===== config.mk =====
export PLATFORM = sky130hd
export DESIGN_NAME = dequantize_block
export DESIGN_NICKNAME = d
export VERILOG_FILES = /design/src/rtl/dequantize_block.sv
export SDC_FILE = /design/constraint.sdc
export NUM_CORES = 1
export LEC_CHECK = 0
export CORE_AREA = 4 4 314 316
export CTS_BUF_LIST = sky130_fd_sc_hd__clkbuf_8
export DETAILED_ROUTE_END_ITERATION = 7
export DIE_AREA = 0 0 318 320
export MAX_ROUTING_LAYER = met4
export PLACE_DENSITY = 0.42
export SLEW_MARGIN = 20
export SYNTH_ARGS = -nofsm -noshare
export SYNTH_HDL_FRONTEND = slang
export SYNTH_SLANG_ARGS = --single-unit

===== constraint.sdc =====
create_clock -name clk -period 12.11 [get_ports clk]
set_input_delay 1.8165 -clock clk [delete_from_list [all_inputs] [get_ports clk]]
set_output_delay 1.8165 -clock clk [all_outputs]
set_load 0.02 [all_outputs]

===== src/rtl/dequantize_block.sv =====
// Dequantizer for 4x4 blocks: scales 16 zigzag-ordered levels by the DC/AC step,
// saturates to 16 bits, stores them in raster order and drains them with a handshake.
module dequantize_block (
   input  logic               clk,
   input  logic               rst,
   input  logic signed [15:0] q_dc,
   input  logic signed [15:0] q_ac,
   input  logic               in_valid,
   input  logic signed [15:0] in_level,
   output logic               in_ready,
   output logic               out_valid,
   output logic signed [15:0] out_coeff,
   output logic               out_last,
   output logic               out_nz,
   input  logic               out_ready
);

   typedef enum logic [1:0] {StIdle, StLoad, StDrain} state_e;

   state_e             state_q, state_d;
   logic [3:0]         k_q, k_d;
   logic [3:0]         rd_q, rd_d;
   logic               nz_q, nz_d;
   logic signed [15:0] qac_q, qac_d;
   logic signed [15:0] mem_q [16];

   logic               in_fire;
   logic               out_fire;
   logic signed [15:0] q_sel;
   logic signed [31:0] prod;
   logic signed [15:0] prod_sat;
   logic [3:0]         waddr;

   // Scan index to raster address.
   function automatic logic [3:0] zigzag(input logic [3:0] k);
      logic [3:0] a;
      case (k)
         4'd0:    a = 4'd0;
         4'd1:    a = 4'd1;
         4'd2:    a = 4'd4;
         4'd3:    a = 4'd8;
         4'd4:    a = 4'd5;
         4'd5:    a = 4'd2;
         4'd6:    a = 4'd3;
         4'd7:    a = 4'd6;
         4'd8:    a = 4'd9;
         4'd9:    a = 4'd12;
         4'd10:   a = 4'd13;
         4'd11:   a = 4'd10;
         4'd12:   a = 4'd7;
         4'd13:   a = 4'd11;
         4'd14:   a = 4'd14;
         default: a = 4'd15;
      endcase
      return a;
   endfunction

   assign in_fire  = in_valid & in_ready;
   assign out_fire = out_valid & out_ready;

   // The k=0 level uses the live q_dc, which is the value present at that transfer.
   always_comb begin
      q_sel = (state_q == StIdle) ? q_dc : qac_q;
      prod  = in_level * q_sel;
      if (prod > 32'sd32767) begin
         prod_sat = 16'sh7fff;
      end else if (prod < -32'sd32768) begin
         prod_sat = 16'sh8000;
      end else begin
         prod_sat = prod[15:0];
      end
      waddr = zigzag(k_q);
   end

   always_ff @(posedge clk) begin
      if (rst) begin
         state_q <= StIdle;
         k_q     <= 4'd0;
         rd_q    <= 4'd0;
         nz_q    <= 1'b0;
         qac_q   <= 16'sd0;
      end else begin
         state_q <= state_d;
         k_q     <= k_d;
         rd_q    <= rd_d;
         nz_q    <= nz_d;
         qac_q   <= qac_d;
      end
   end

   // in_fire is already suppressed during reset, so the buffer needs no reset.
   always_ff @(posedge clk) begin
      if (in_fire) begin
         mem_q[waddr] <= prod_sat;
      end
   end

   always_comb begin
      state_d = state_q;
      unique case (state_q)
         StIdle:  if (in_fire) state_d = StLoad;
         StLoad:  if (in_fire && k_q == 4'd15) state_d = StDrain;
         StDrain: if (out_fire && rd_q == 4'd15) state_d = StIdle;
         default: state_d = StIdle;
      endcase
   end

   always_comb begin
      k_d   = k_q;
      rd_d  = rd_q;
      nz_d  = nz_q;
      qac_d = qac_q;
      if (in_fire) begin
         k_d = k_q + 4'd1;
         if (state_q == StIdle) begin
            nz_d  = (prod_sat != 16'sd0);
            qac_d = q_ac;
         end else begin
            nz_d = nz_q | (prod_sat != 16'sd0);
         end
      end
      if (out_fire) begin
         rd_d = rd_q + 4'd1;
      end
   end

   always_comb begin
      in_ready  = !rst && (state_q != StDrain);
      out_valid = !rst && (state_q == StDrain);
      out_coeff = out_valid ? mem_q[rd_q] : 16'sd0;
      out_last  = out_valid && (rd_q == 4'd15);
      out_nz    = out_valid && nz_q;
   end

endmodule

Word level (Yosys, flattened, before mapping)
Memories as Yosys holds them, arrays and structs flattened. A register that Yosys moved wholly into a read port is not among the register bits.
Index checks and enable logic that the tools add are counted.
Widths: inputs -> output; s select.
{ "classes": {"addsub": 2, "n_mul": 1, "magnitude_cmp": 2, "eq_ne": 8, "muxes": 15, "n_bitwise": 3, "n_reduce_logical": 11} }
{ "ops": {"columns": ["operator", "count"], "rows": [
  ["$mux 16", 4],
  ["$gt 32x16->1 const B", 1],
  ["$lt 32x16->1 const B", 1],
  ["$mul 16x16->32", 1],
  ["$mux 4", 4],
  ["$reduce_bool 16->1", 1],
  ["$add 4x1->4 const B", 2],
  ["$eq 4x4->1 const B", 2],
  ["$ne 2x2->1 const B", 4],
  ["$logic_and 1x1->1", 6],
  ["$mux 2", 3],
  ["$pmux 2 s3", 1],
  ["$mux 1", 3],
  ["$reduce_and 3->1", 1],
  ["$and 1x1->1", 2],
  ["$eq 2x1->1 const B", 1],
  ["$eq 2x2->1 const B", 1],
  ["$logic_not 2->1", 1],
  ["$reduce_and 2->1", 1],
  ["$logic_not 1->1", 1],
  ["$or 1x1->1", 1]
]} }
{ "word_totals": {"reg_bits": 27, "mem_bits_rw": 256, "romBits": 64, "inputBits": 52, "out_inout_bits": 20, "wordCells": 49, "n_memories": 2} }
{ "mem_list": {"columns": ["name", "words", "word_bits", "rd", "rd_clocked_by_memory_dff", "wr", "line_no", "text"], "rows": [
  ["mem_q", 16, 16, 1, 1, 1, "25", "logic signed [15:0] mem_q [16];"],
  ["(no name shown)", 16, 4, 1, 1, 0, "37", "case (k)"]
]} }

Longest topological paths before layout
{ "depth": {"depth_word": 9, "mapped_depth": 29, "depth_no_buf": 26} }

Worst setup path before layout
No wires, ideal clock.
{ "synth_path": {"path_kind": "input -> register", "startpoint": "input port q_dc[4]", "endpoint": "memory mem_q[0][0], data pin", "setup_ps": 330, "arrival_time_ps": 8625, "slack_ps": 3155, "cell_stages": 24, "cell_sequence": "mux2i_1 -> clkbuf_1 -> nor2b_1 -> fa_1 -> inv_1 -> fa_1 -> fa_1 -> fa_1 -> inv_1 -> fa_1 -> inv_1 -> fa_1 -> inv_1 -> ha_1 -> buf_2 -> a21oi_1 -> o211ai_1 -> a21oi_1 -> nand2_1 -> o41ai_1 -> xor2_1 -> or4_1 -> o21a_2 -> o21ai_0"} }
{ "synth_between": {"elab_chain_cells": 5, "elab_cells_between_ends": 6, "classes_between": "mul (1); order compare (2); mux (3)"} }
{ "synth_rtl": {"columns": ["item", "line_no", "text"], "rows": [
  ["start, declared", "6", "input logic signed [15:0] q_dc,"],
  ["$mux 16 (*)", "63", "q_sel = (state_q == StIdle) ? q_dc : qac_q;"],
  ["$mul 16x16->32 (*)", "64", "prod = in_level * q_sel;"],
  ["$lt 32x16->1", "67", "end else if (prod < -32'sd32768) begin"],
  ["$mux 16", "67", null],
  ["$mux 16 (*)", "65", "if (prod > 32'sd32767) begin"],
  ["named net prod_sat[0]", "31", "logic signed [15:0] prod_sat;"],
  ["end, declared", "25", null]
]} }
Mark *: on every way through the listed nets, which the timed path passes. The rest lies on a longest branch.

Worst setup path in the final report
{ "layout_path": {"startpoint": "input port q_dc[2]", "endpoint": "memory mem_q[10][0], data pin"} }
The elaborated chain is that of the path after synthesis.

==> flow_summary.json <==
{
  "final_util_pct": 26.17,
  "min_path_type": "flop to flop",
  "vias": 13360,
  "setup_viol": 0,
  "viasPerCell": 4.237,
  "fin_tns_setup_ns": 0,
  "reg2reg_slack_ns": 3.02,
  "r2r-start": "state_q[1]",
  "fill_cells": 9980,
  "period_minus_slack_ns": 9.538,
  "fin_crit_sh_pct": 78.76,
  "skew_ns": 0.06409,
  "die_area_um2": 101800,
  "rsz0062_at_grt": "false",
  "syn_area_um2": 21890,
  "htree_num_levels": 2,
  "synth.area.top_cells": "edfxtp_1 (35%), fa_1 (24%), mux4_2 (8.2%)",
  "clk_latency_ns": 0.61,
  "syn_nets": 2174,
  "async_flop_share_pct": 0,
  "grt_max_degree": 65,
  "wire_per_inst_um": 18.11,
  "place.gp.congestion": 0.7914,
  "drt_iter0_drc": 660,
  "critPathArrivalTime_ns": 9.82,
  "crit_top_cell": "fa_1",
  "yosysSeqAreaShare_pct": 38.31,
  "drv_cap": 0,
  "grt_pass1_wl_um": 90380,
  "final_nets": 2249,
  "core_area_um2": 95990,
  "drc": 0,
  "clock.fmax_mhz": 104.8,
  "postLayoutCellArea_um2": 25120,
  "dp_cells": 3074,
  "num_rows": 114,
  "synthDistinctLibCells": 69,
  "die_w_um": 318,
  "min_to": "qac_q[6]",
  "slew_viol_final": 0,
  "gr-usage-all-layers_pct": 11.73,
  "cts_buffers": 45,
  "tritoncts": "yes",
  "critPathCaptureType": "flop",
  "worst_pin_slew_ns": 1.014,
  "slew_headroom_pct": 32.39,
  "drt_wl_total_um": 57090,
  "die-height_um": 320,
  "synth_edf_count": 256,
  "clock-sinks": 291,
  "syn_inst": 1770,
  "post_cts_buffers": 0,
  "first_global_vias": 15190,
  "avgSynthCellArea_um2": 12.37,
  "regArea_um2": 8393,
  "cp.required_ns": 12.40,
  "ys_ff_latch": 291,
  "ctsResizeCount": 0,
  "postRouteAntennaNets": 0,
  "placed_area_um2": 24190,
  "synthDominantCellAreaShare_pct": 35.11,
  "clk_pin_slew_ns": 0.06,
  "synth_commonest_cells": "inv_1 (302), fa_1 (262), edfxtp_1 (256)",
  "yosys.cell_count.top_type": "inv_1",
  "hpwl_um": 40920,
  "startpoint_type": "input port",
  "r2r_end": "mem_q[10][0]",
  "cts_max_path_buffers": 3,
  "syn_to_final_growth_pct": 14.75,
  "final_layout_size_suffix_gt1_share_pct": 12.85,
  "cp_slowest_cell": "fa_1",
  "path_max_fanout": 16,
  "ys.warnings.count": 0,
  "io_pins": 72,
  "stdcell_count": 3153,
  "numPortBuffers": 71,
  "grt_overflow_total": 0,
  "multi_input_comb_area_um2": 12150,
  "hold_path_startpoint": "qac_q[6]",
  "holdPathStages": 2,
  "status": "finished clean",
  "antenna_found_initial": 0,
  "synth_top_area_cell": "edfxtp_1",
  "crit_type": "input port to flop",
  "root_buffer": "clkbuf_8",
  "first_pass_iters": 5,
  "hold_violations": 0,
  "ctsHoldBuffers": 0,
  "max_stage_delay_ns": 0.89,
  "synth_flop_cell": "edfxtp_1",
  "ff2ff_path_depth": 26,
  "start_util_pct": 22.81
}
==> per-layer routing <==
layer | global-route usage (%) | up-vias | share of wire [%]
met5 | - | - | 0
li1 | - | 6029 | -
met4 | 2.390 | 0 | 1.9
met3 | 1.095 | 60 | 2.9
met1 | 14.43 | 7057 | 43
met2 | 21.08 | 214 | 52
==> stage by stage <==
stage	setup WS [ns]	hold WS [ns]
final	2.572	0.4550
after CTS	2.584	0.4567
after global placement	2.097	0.4421
after floorplan	3.155	0.4338
after global routing	1.989	0.4696
after detailed placement	2.009	0.4479
==> worst max-delay path, delay by kind of cell <==
kind                       cells  cell delay [ns]
muxes                          1             0.41
and+or+nand+nor                6             1.74
AOI/OAI and AO/OA              5             0.94
buffers and inverters          6             1.02
adders and majority gates      7             3.88
==> placed cells by master (no fill, tap or decap), types with 17 or more instances in the layout <==
cell type,n
inv_1,312
fa_1,262
edfxtp_1,256
nand2_1,175
ha_1,90
mux4_2,80
nor2b_1,74
clkdlybuf4s50_1,71
and2_1,70
a21oi_1,54
nor2_1,47
clkbuf_8,47
dfxtp_1,33
buf_4,28
o21ai_0,24
xnor2_1,20
nand2b_1,17
==> final cells by class <==
class                      count  share of cell area [%]
sequential                   291                   33.41
clock inverter                31                   1.131
antenna                        1                0.009961
inverter                     302                   4.512
clock buffer                  47                   2.575
multi-input combinational   1106                   48.34
timing repair buffer          99                   3.666
tap                         1276                   6.355
==> worst max-delay path by stage <==
stage                       startpoint            end  slack (ns)  depth (start not counted)
after CTS                      q_dc[2]   mem_q[15][2]        2.58                         23
final                          q_dc[2]   mem_q[10][0]        2.57                         25
after detailed placement       q_dc[2]  mem_q[10][14]        2.01                         23
after global routing      in_level[15]   mem_q[15][0]        1.99                         24
after global placement         q_dc[2]    mem_q[0][0]        2.10                         25
after floorplan                q_dc[4]    mem_q[0][0]        3.15                         24
==> registers in the layout, indices dropped and copies added (netlist names), named ones only <==
signal   flops
qac_q       16
rd_q         4
mem_q      256
waddr        4
state_q      2
nz_q         1
k_q          4
==> cell families (layout without fill, tap and decap cells) <==
kind of cell	Yosys count	count (layout)	synth area share (%)
buffers and inverters	373	479	6.612
AND/OR/NAND/NOR	468	468	10.73
AO/OA/AOI/OAI	151	151	4.641
XOR/XNOR	36	36	1.440
other	0	1	0
multiplexers	99	99	9.161
adder cells (fa/ha/maj)	352	352	29.10
flip-flops	291	291	38.31
Power is not shown: default switching activity piles up to over one toggle a cycle in this logic, so the estimate is an artifact.
